===== config.mk =====
export PLATFORM = sky130hd
export DESIGN_NAME = seghex_scan
export DESIGN_NICKNAME = d
export VERILOG_FILES = /design/src/rtl/seg_pkg.sv /design/src/rtl/seg7_decode.sv /design/src/rtl/seghex_scan.sv
export SDC_FILE = /design/constraint.sdc
export NUM_CORES = 1
export LEC_CHECK = 0
export CORE_MARGIN = 2
export CORE_UTILIZATION = 45
export CTS_CLUSTER_DIAMETER = 120
export DETAILED_ROUTE_END_ITERATION = 12
export GPL_TIMING_DRIVEN = 1
export PLACE_DENSITY = 0.66
export SYNTH_ARGS = -nofsm -noshare
export SYNTH_HDL_FRONTEND = slang
export SYNTH_HIERARCHICAL = 1
export SYNTH_SLANG_ARGS = --single-unit

===== constraint.sdc =====
create_clock -name clk -period 10.79 [get_ports clk]
set_input_delay 1.6185 -clock clk [delete_from_list [all_inputs] [get_ports clk]]
set_output_delay 1.6185 -clock clk [all_outputs]
set_load 0.1 [all_outputs]

===== src/rtl/seg_pkg.sv =====
// ---------------------------------------------------------------------------
// seg_pkg -- shared constants for the seven-segment display blocks.
//
// Contents:
//   SEG_BLANK  : all eight segments (including DP) dark, active-low.
//   SEG_OFF    : a..g dark, DP excluded.
//   DP_BIT     : position of the decimal point in the 8-bit segment byte.
//   SEG_TABLE  : active-low a..g pattern per hex nibble (a = bit 6, g = bit 0).
// ---------------------------------------------------------------------------
package seg_pkg;

   localparam logic [7:0] SEG_BLANK = 8'hFF;
   localparam logic [6:0] SEG_OFF   = 7'h7F;
   localparam int         DP_BIT    = 7;

   // Entry n is the pattern for nibble n; listed from F down to 0.
   localparam logic [15:0][6:0] SEG_TABLE = {
      7'h38, 7'h30, 7'h42, 7'h31,   // F E d C
      7'h60, 7'h08, 7'h04, 7'h00,   // b A 9 8
      7'h0F, 7'h20, 7'h24, 7'h4C,   // 7 6 5 4
      7'h06, 7'h12, 7'h4F, 7'h01    // 3 2 1 0
   };

endpackage


===== src/rtl/seg7_decode.sv =====
// ---------------------------------------------------------------------------
// seg7_decode -- combinational hex nibble to active-low a..g segments.
//
// Ports:
//   nibble  in  4  hex digit to show
//   seg     out 7  active-low segments, a = bit 6 ... g = bit 0
// ---------------------------------------------------------------------------
module seg7_decode
   import seg_pkg::*;
(
   input  logic [3:0] nibble,
   output logic [6:0] seg
);

   assign seg = SEG_TABLE[nibble];

endmodule


===== src/rtl/seghex_scan.sv =====
// ---------------------------------------------------------------------------
// seghex_scan -- time-multiplexed driver for DIGITS seven-segment digits.
//
// Each digit is selected for DIV clocks in turn (digit 0 first). The value and
// decimal-point inputs are snapshotted at the start of every frame so one
// frame never mixes old and new data.
//
// Parameters:
//   DIGITS         number of digits scanned (1..16)
//   DIV            clocks each digit stays selected (>= 2)
//   AN_ACTIVE_LOW  1: selected anode drives 0; 0: selected anode drives 1
//
// Ports:
//   clk    in  1          system clock
//   rst    in  1          asynchronous active-high reset
//   en     in  1          display enable; low blanks outputs and freezes scan
//   value  in  4*DIGITS   hex nibbles, digit k = value[4k+3:4k]
//   dp     in  DIGITS     decimal point per digit, 1 = lit
//   hex    out 8          registered active-low segments, bit 7 = DP
//   an     out DIGITS     registered digit selects
//   frame  out 1          one-cycle pulse when the scan returns to digit 0
//
// Build option:
//   LEADING_ZERO_BLANK_EN  blank digits k > 0 whose nibble and all higher
//                          nibbles are zero (DP still shown).
// ---------------------------------------------------------------------------
module seghex_scan
   import seg_pkg::*;
#(
   parameter int DIGITS        = 4,
   parameter int DIV           = 50000,
   parameter int AN_ACTIVE_LOW = 1
) (
   input  logic                  clk,
   input  logic                  rst,
   input  logic                  en,
   input  logic [4*DIGITS-1:0]   value,
   input  logic [DIGITS-1:0]     dp,
   output logic [7:0]            hex,
   output logic [DIGITS-1:0]     an,
   output logic                  frame
);

   localparam int IDX_W  = (DIGITS > 1) ? $clog2(DIGITS) : 1;
   localparam int PCNT_W = $clog2(DIV);

   localparam logic [IDX_W-1:0]  LAST_IDX  = IDX_W'(DIGITS - 1);
   localparam logic [PCNT_W-1:0] LAST_PCNT = PCNT_W'(DIV - 1);
   localparam logic [DIGITS-1:0] AN_OFF    = {DIGITS{(AN_ACTIVE_LOW != 0)}};

   logic [PCNT_W-1:0]   pcnt, pcnt_nxt;
   logic [IDX_W-1:0]    idx, idx_nxt;
   logic [4*DIGITS-1:0] vshadow, vsh_nxt;
   logic [DIGITS-1:0]   dpshadow, dpsh_nxt;
   logic                primed;     // first capture after reset has happened

   logic                run, tick, wrap, capture;
   logic [3:0]          sel_nib;
   logic [6:0]          dec_seg;
   logic                blank_sel;
   logic [7:0]          hex_nxt;
   logic [DIGITS-1:0]   an_nxt;

   // The capture edge after reset only loads the snapshot and shows digit 0;
   // counting starts on the following edge so digit 0 gets a full DIV cycles.
   assign run     = en & primed;
   assign tick    = run & (pcnt == LAST_PCNT);
   assign wrap    = tick & (idx == LAST_IDX);
   assign capture = en & (~primed | wrap);

   always_comb begin
      // NOTE: every output of an always_comb gets a default first, so no
      // path through the block can leave it unassigned and infer a latch.
      pcnt_nxt = pcnt;
      idx_nxt  = idx;
      vsh_nxt  = vshadow;
      dpsh_nxt = dpshadow;
      if (run) begin
         pcnt_nxt = tick ? '0 : pcnt + 1'b1;
         if (wrap)
            idx_nxt = '0;
         else if (tick)
            idx_nxt = idx + 1'b1;
      end
      if (capture) begin
         vsh_nxt  = value;
         dpsh_nxt = dp;
      end
   end

   // Outputs are decoded from the post-edge index and snapshot so the new
   // frame's digit 0 appears on the same edge the snapshot is taken.
   assign sel_nib = vsh_nxt[{idx_nxt, 2'b00} +: 4];

   seg7_decode u_decode (
      .nibble (sel_nib),
      .seg    (dec_seg)
   );

`ifdef LEADING_ZERO_BLANK_EN
   logic [DIGITS-1:0] blank_mask;

   // Sweep from the top digit down; a digit is blank while every nibble from
   // it upward is zero. Digit 0 is never blanked.
   always_comb begin
      logic zero_above;
      blank_mask = '0;
      zero_above = 1'b1;
      for (int k = DIGITS - 1; k > 0; k--) begin
         zero_above    = zero_above & (vsh_nxt[4*k +: 4] == 4'h0);
         blank_mask[k] = zero_above;
      end
   end

   assign blank_sel = blank_mask[idx_nxt];
`else
   assign blank_sel = 1'b0;
`endif

   always_comb begin
      hex_nxt = SEG_BLANK;
      an_nxt  = AN_OFF;
      if (en) begin
         hex_nxt[DP_BIT] = ~dpsh_nxt[idx_nxt];
         hex_nxt[6:0]    = blank_sel ? SEG_OFF : dec_seg;
         an_nxt          = AN_OFF ^ (DIGITS'(1) << idx_nxt);
      end
   end

   always_ff @(posedge clk or posedge rst) begin
      if (rst) begin
         // NOTE: the shadow registers are reset too; they feed the outputs
         // and must hold a known snapshot before the first capture.
         pcnt     <= '0;
         idx      <= '0;
         vshadow  <= '0;
         dpshadow <= '0;
         primed   <= 1'b0;
         hex      <= SEG_BLANK;
         an       <= AN_OFF;
         frame    <= 1'b0;
      end else begin
         // NOTE: state updates use non-blocking assignments so every register
         // samples pre-edge values regardless of statement order.
         pcnt     <= pcnt_nxt;
         idx      <= idx_nxt;
         vshadow  <= vsh_nxt;
         dpshadow <= dpsh_nxt;
         primed   <= primed | en;
         hex      <= hex_nxt;
         an       <= an_nxt;
         frame    <= wrap;
      end
   end

endmodule


==> flow_metrics.py, run 1 <==
metrics = {
    "status": {
        "outcome": "finished, final reports clean",
    },
    "synthesis": {
        "yosysSeqAreaShare_pct": 49.7,
        "synth_warnings": 6,
        "async_flop_share_pct": 100,
        "ys_types": 47,
        "syn-num-nets": 252,
        "syn-cell-area_sq_um": 2650,
        "syn_inst": 220,
        "synth_seq_cells": 52,
        "synth_edf_count": 0,
        "syn-mean-instance-area_sq_um": 12.0,
        "synth_ff_type": "dfrtp_1",
    },
    "critical_path": {
        "crit_path_start_kind": "input pin",
        "required_ns": 11.01,
        "critPathCaptureType": "register",
        "critPathLaunch": "en",
        "path_common_cell": "mux2i_1",
        "r2r_start": "pcnt[5]",
        "crit_chain": "clkdlybuf4s50_1, or2b_1, o21a_1, mux2_2, mux2i_1, mux2i_1, inv_1, ha_1, or2_2, a21oi_1, a31oi_1, nand2b_1",
        "critPathSlowestCell": "o21a_1",
        "arrival_ns": 5.45,
        "max_stage_delay_ns": 0.81,
        "crit_fanout": 18,
        "path_class": "in -> reg",
    },
    "cells_and_area": {
        "diodes": 0,
        "drive_gt1_share_pct": 20.6,
        "nets": 288,
        "areaGrowthSynthToFinish_pct": 20.4,
    },
    "power": {
        "clkPwrFrac_pct": 34.0,
        "seq_power_share_pct": 44.9,
        "p_comb_share_pct": 21.2,
        "p_switching_w": 0.000149,
        "powerDensity_nw_per_um2": 167,
        "intPower_w": 0.000383,
        "power_w": 0.000531,
        "p_leak_nw": 1.44,
        "vdd_ir_drop_max_mv": 0.0983,
        "switching_share_pct": 28.0,
    },
    "global_routing": {
        "grt_pass1_vias": 1697,
        "antenna_found_initial": 0,
        "grt_busiest_layer": "met2",
        "grt_max_degree": 53,
        "grt_usage_pct": 16.3,
        "grt_overflow": 0,
        "met3_usage_pct": 3.00,
        "met2_usage_pct": 27.3,
        "grt_pass1_wl_um": 8130,
        "use_met1_pct": 21.5,
    },
    "floorplanning": {
        "design.die.area_sq_um": 6520,
        "start_util_pct": 47.3,
        "ioPinCount": 36,
        "die_x_um": 80.7,
        "rows": 27,
        "die_h_um": 80.7,
        "core_sq_um": 5610,
    },
    "timing": {
        "rsz0062_at_grt": "false",
        "clock.fmax_mhz": 191,
        "min_period_ns": 5.23,
        "finalSetupViolCount": 0,
        "worst_slew_pin_slew_ns": 1.05,
        "maxSlewHeadroom_pct": 29.9,
        "period_share_pct": 48.5,
        "finalMaxSlewViolations": 0,
        "tns_ns": 0,
        "fin_skew_ns": 0.00811,
        "finalHoldViolCount": 0,
        "whs_ns": 0.504,
    },
    "clocking": {
        "cts_root_buf": "clkbuf_8",
        "htree_levels": 2,
        "clk_latency_ns": 0.31,
        "postCtsSetupRepairBufs": 0,
        "numCtsBuffers": 5,
        "clkTransAtPathRegs_ns": 0.09,
        "cts.sinks": 52,
        "holdBufCountCts": 0,
        "cts_tree": "yes",
        "cts.path.max_buffers": 2,
        "cts_resized": 0,
    },
    "place": {
        "place_congestion": 0.810,
        "io_buffers": 35,
        "hpwl_um": 3410,
    },
    "routing": {
        "detail-route-antenna-nets": 0,
        "drc": 0,
        "wirelength_um": 4770,
        "first_pass_iters": 4,
        "vias": 1690,
        "post_drt_wl_per_cell_um": 14.5,
        "vias_per_cell": 5.14,
        "drtIter0Drc": 51,
    },
    "flow_run": {
        "max_cap_viol_count": 0,
    },
    "worst_hold_path": {
        "min_from": "vshadow[1]",
        "hp-class": "reg -> reg",
    },
}
## metrics by stage
stage	setup WS, ns	utilization (%)	cell area [sq um]	instances
final	5.56	56.9	3190	329
after global routing	5.19	56.9	3190	329
after CTS	5.53	56.9	3190	329
after detailed placement	5.24	54.1	3030	321
after global placement	5.26	54.1	3030	321
after floorplan	6.84	-	2650	220
## power by group through the flow
stage | logic [W] | clock network [W] | registers, W
2_1_floorplan | 0.0000567 | 0 | 0.000267
3_3_place_gp | 0.000112 | 0 | 0.000241
3_5_place_dp | 0.000113 | 0 | 0.000242
4_1_cts | 0.000114 | 0.000184 | 0.000238
5_1_grt | 0.000122 | 0.000193 | 0.000241
6_report | 0.000112 | 0.000181 | 0.000238
## final cells by class
class,count,area [sq um]
Fill cell,504,2420
Sequential cell,52,1320
Multi-Input combinational cell,154,1240
Timing Repair Buffer,35,350
Clock inverter,3,90.1
Tap cell,72,90.1
Clock buffer,5,68.8
Inverter,8,35.0
## placed cells by master (no fill, tap or decap), types with 2 or more instances in the layout
cell type         n
dfrtp_1          40
clkdlybuf4s50_1  35
nand2_1          16
nor2_1           14
mux2i_1          14
mux2_4           13
dfstp_2          12
nand3_1          11
ha_1              9
xor2_1            8
nand2b_1          8
mux2_2            7
o21ai_0           6
inv_1             6
xnor2_1           5
clkbuf_8          5
and3_1            4
and2_1            3
nand4_1           3
or2_2             3
bufinv_16         3
or4b_4            2
nor3_1            2
o21a_1            2
a221o_1           2
or3_1             2
o22ai_1           2
o21ai_1           2
## cells in the mapped netlist (3+ instances only)
master	number	area, sq um
nand2_1	16	60.1
inv_1	7	26.3
dfrtp_1	40	1000
nor2_1	14	52.6
o21ai_0	6	30.0
and2_1	3	18.8
nand2b_1	8	50.1
mux2_4	13	195
and3_1	4	25.0
nand4_1	3	18.8
or2_2	3	18.8
nand3_1	11	55.1
mux2i_1	14	140
ha_1	9	113
xnor2_1	5	43.8
dfstp_2	12	315
xor2_1	8	70.1
mux2_2	7	78.8
## worst max-delay path, delay by kind of cell
kind | cells | cell delay, ns
AOI/OAI and AO/OA | 3 | 0.99
buffers and inverters | 2 | 0.94
and+or+nand+nor | 3 | 0.82
muxes | 3 | 0.82
adders and majority gates | 1 | 0.24
## metal layers
metal,vias to the layer above,wire length [um],part of all wire [%]
met5,-,0,0
met4,0,57,1.2
met3,7,129,2.7
met2,25,2320,49
met1,825,2260,47
li1,833,-,-
## state kept, by name (all words and copies together), names as in the netlist
register,count
an,4
dpshadow,4
vshadow,16
primed,1
idx,2
pcnt,16
hex,8
frame,1
## path summary, 6_finish.rpt
| kind | end | slack, ns | cells past startpoint |
|---|---|---|---|
| min in group asynchronous | pcnt[11] | 1.88 | 2 |
| max reg2reg | hex[3] | 6.71 | 12 |
| max | hex[3] | 5.56 | 12 |
| max in group asynchronous | vshadow[0] | 8.25 | 2 |
| min | vshadow[1] | 0.50 | 1 |
| min reg2reg | vshadow[1] | 0.50 | 1 |
## cells by family (layout without fill, tap and decap cells)
family          after synthesis  in the layout  synth area share [%]
compound gates               21             21                  5.62
xor+xnor                     13             13                  4.30
fa+ha+maj                     9              9                  4.25
buf+inv                      14             51                  3.54
flops                        52             52                  49.7
mux                          36             36                  16.9
simple gates                 75             75                  15.7
(Power assumes the default switching activity.)
==> inputs of run 2 (changes only) <==
Settings changed: PLACE_DENSITY 0.66 to 0.69.
Clock period 10.79 ns to 4.5 ns, I/O delays scaled along.
==> flow_metrics.py, run 2 (synthesis results as in run 1) <==
metrics = {
    "status": {
        "outcome": "finished, final reports clean",
    },
    "place": {
        "place_congestion": 0.857,
        "hpwl_um": 3510,
        "io_buffers": 35,
        "place_inst": 325,
    },
    "cells_and_area": {
        "areaGrowthSynthToFinish_pct": 19.7,
        "nets": 292,
        "top_regs": "pcnt: 16 flops, vshadow: 16 flops, hex: 8 flops",
        "drive_gt1_share_pct": 21.8,
        "final_cell_mix": "dfrtp_1 (40), clkdlybuf4s50_1 (35), nand2_1 (16)",
        "diodes": 0,
        "fin_cells": 333,
        "nFillCells": 509,
        "final_common_cell": "dfrtp_1",
    },
    "clocking": {
        "numCtsBuffers": 5,
        "postCtsSetupRepairBufs": 0,
        "htree_levels": 2,
        "clk_latency_ns": 0.30,
        "cts.path.max_buffers": 2,
        "holdBufCountCts": 0,
        "cts_root_buf": "clkbuf_8",
        "clkTransAtPathRegs_ns": 0.09,
        "cts.sinks": 52,
        "cts_resized": 0,
        "cts_tree": "yes",
    },
    "timing": {
        "maxSlewHeadroom_pct": 29.6,
        "clock.fmax_mhz": 263,
        "period_share_pct": 84.5,
        "fin_skew_ns": 0.00904,
        "finalHoldViolCount": 0,
        "worst_slew_pin_slew_ns": 1.05,
        "finalMaxSlewViolations": 0,
        "tns_ns": 0,
        "finalSetupViolCount": 0,
        "rsz0062_at_grt": "false",
        "whs_ns": 0.500,
        "min_period_ns": 3.80,
    },
    "global_routing": {
        "grt_max_degree": 53,
        "grt_pass1_vias": 1799,
        "grt_overflow": 0,
        "grt_usage_pct": 16.5,
        "antenna_found_initial": 0,
        "grt_pass1_wl_um": 8200,
    },
    "critical_path": {
        "r2r_start": "pcnt[5]",
        "max_stage_delay_ns": 0.58,
        "cp_num_buf_inv": 1,
        "worst_path_dominant_cell_family": "simple AND/OR/NAND/NOR gates",
        "critPathCaptureType": "register",
        "required_ns": 4.74,
        "cp_num_cells": 12,
        "arrival_ns": 4.05,
        "crit_fanout": 8,
        "crit_chain": "or4b_4, or3_4, nor2_4, mux2i_4, mux2i_1, mux2i_1, inv_1, ha_1, nand2_1, a21oi_1, a31oi_1, nand2b_1",
        "crit_path_start_kind": "register",
        "r2r_setup_slack_ns": 0.70,
        "reg2regPathDepth": 12,
        "critPathSlowestCell": "or4b_4",
        "path_class": "reg -> reg",
        "reg2reg_to": "hex[3]",
        "path_common_cell": "mux2i_1",
    },
    "floorplanning": {
        "rows": 27,
        "ioPinCount": 36,
        "design.die.area_sq_um": 6520,
        "die_h_um": 80.7,
        "start_util_pct": 47.3,
        "core_sq_um": 5610,
        "die_x_um": 80.7,
    },
    "routing": {
        "first_pass_iters": 4,
        "vias": 1705,
        "post_drt_wl_per_cell_um": 14.2,
        "vias_per_cell": 5.12,
        "drtIter0Drc": 83,
        "wirelength_um": 4730,
        "detail-route-antenna-nets": 0,
        "drc": 0,
    },
    "worst_hold_path": {
        "min_path_cells": 1,
        "min_from": "vshadow[2]",
        "hp-class": "reg -> reg",
        "min_to": "vshadow[2]",
    },
    "power": {
        "vdd_ir_drop_max_mv": 0.168,
        "powerDensity_nw_per_um2": 365,
        "p_leak_nw": 1.44,
    },
    "flow_run": {
        "max_cap_viol_count": 0,
    },
}
-- run 2: changes by cell type in the layout (fill, tap and decap cells not counted), sizes merged --
cell	previous run	this run
buf	0	4
clkinv	1	2
clkinvlp	0	1
bufinv	3	1
-- run 2: power breakdown --
part / switching (W) / internal, W / leakage, nW / total (W)
clock: 0.000152 / 0.000165 / 0.0541 / 0.000317
combinational: 0.000159 / 0.000113 / 0.756 / 0.000272
sequential: 0.0000397 / 0.000529 / 0.629 / 0.000568
-- run 2: layout make-up --
class | count | area [sq um] | area share, %
repair buffers | 39 | 380 | 12.0
clock buffers | 5 | 68.8 | 2.17
flip-flops and latches | 52 | 1320 | 41.5
multi-input cells | 154 | 1240 | 39.1
inverters | 8 | 35.0 | 1.10
well taps | 72 | 90.1 | 2.84
clock inverters | 3 | 42.5 | 1.34
-- run 2: worst max path at each step --
stage               startpoint     end  slack [ns]
floorplan              pcnt[5]  hex[3]        1.10
global placement            en  hex[3]        0.63
detailed placement          en  hex[3]        0.53
CTS                    pcnt[5]  hex[3]        0.68
global route           pcnt[5]  hex[3]        0.45
finish                 pcnt[5]  hex[3]        0.70
-- run 2: through the flow --
step                      cell area [sq um]  setup WS, ns  util, %  total power (W)
after detailed placement               3060         0.533     54.6         0.000851
after global routing                   3170         0.447     56.6          0.00122
after CTS                              3170         0.678     56.6          0.00117
final                                  3170         0.699     56.6          0.00116
after floorplan                        2650          1.10        -         0.000777
after global placement                 3060         0.630     54.6         0.000845
-- run 2: routing by layer --
| metal | global-route usage [%] | vias up | share of wire, % |
|---|---|---|---|
| li1 | - | 840 | - |
| met1 | 20.0 | 836 | 44 |
| met2 | 29.3 | 23 | 52 |
| met3 | 3.67 | 6 | 2.7 |
| met4 | 5.42 | 0 | 1.3 |
| met5 | 0 | - | 0 |
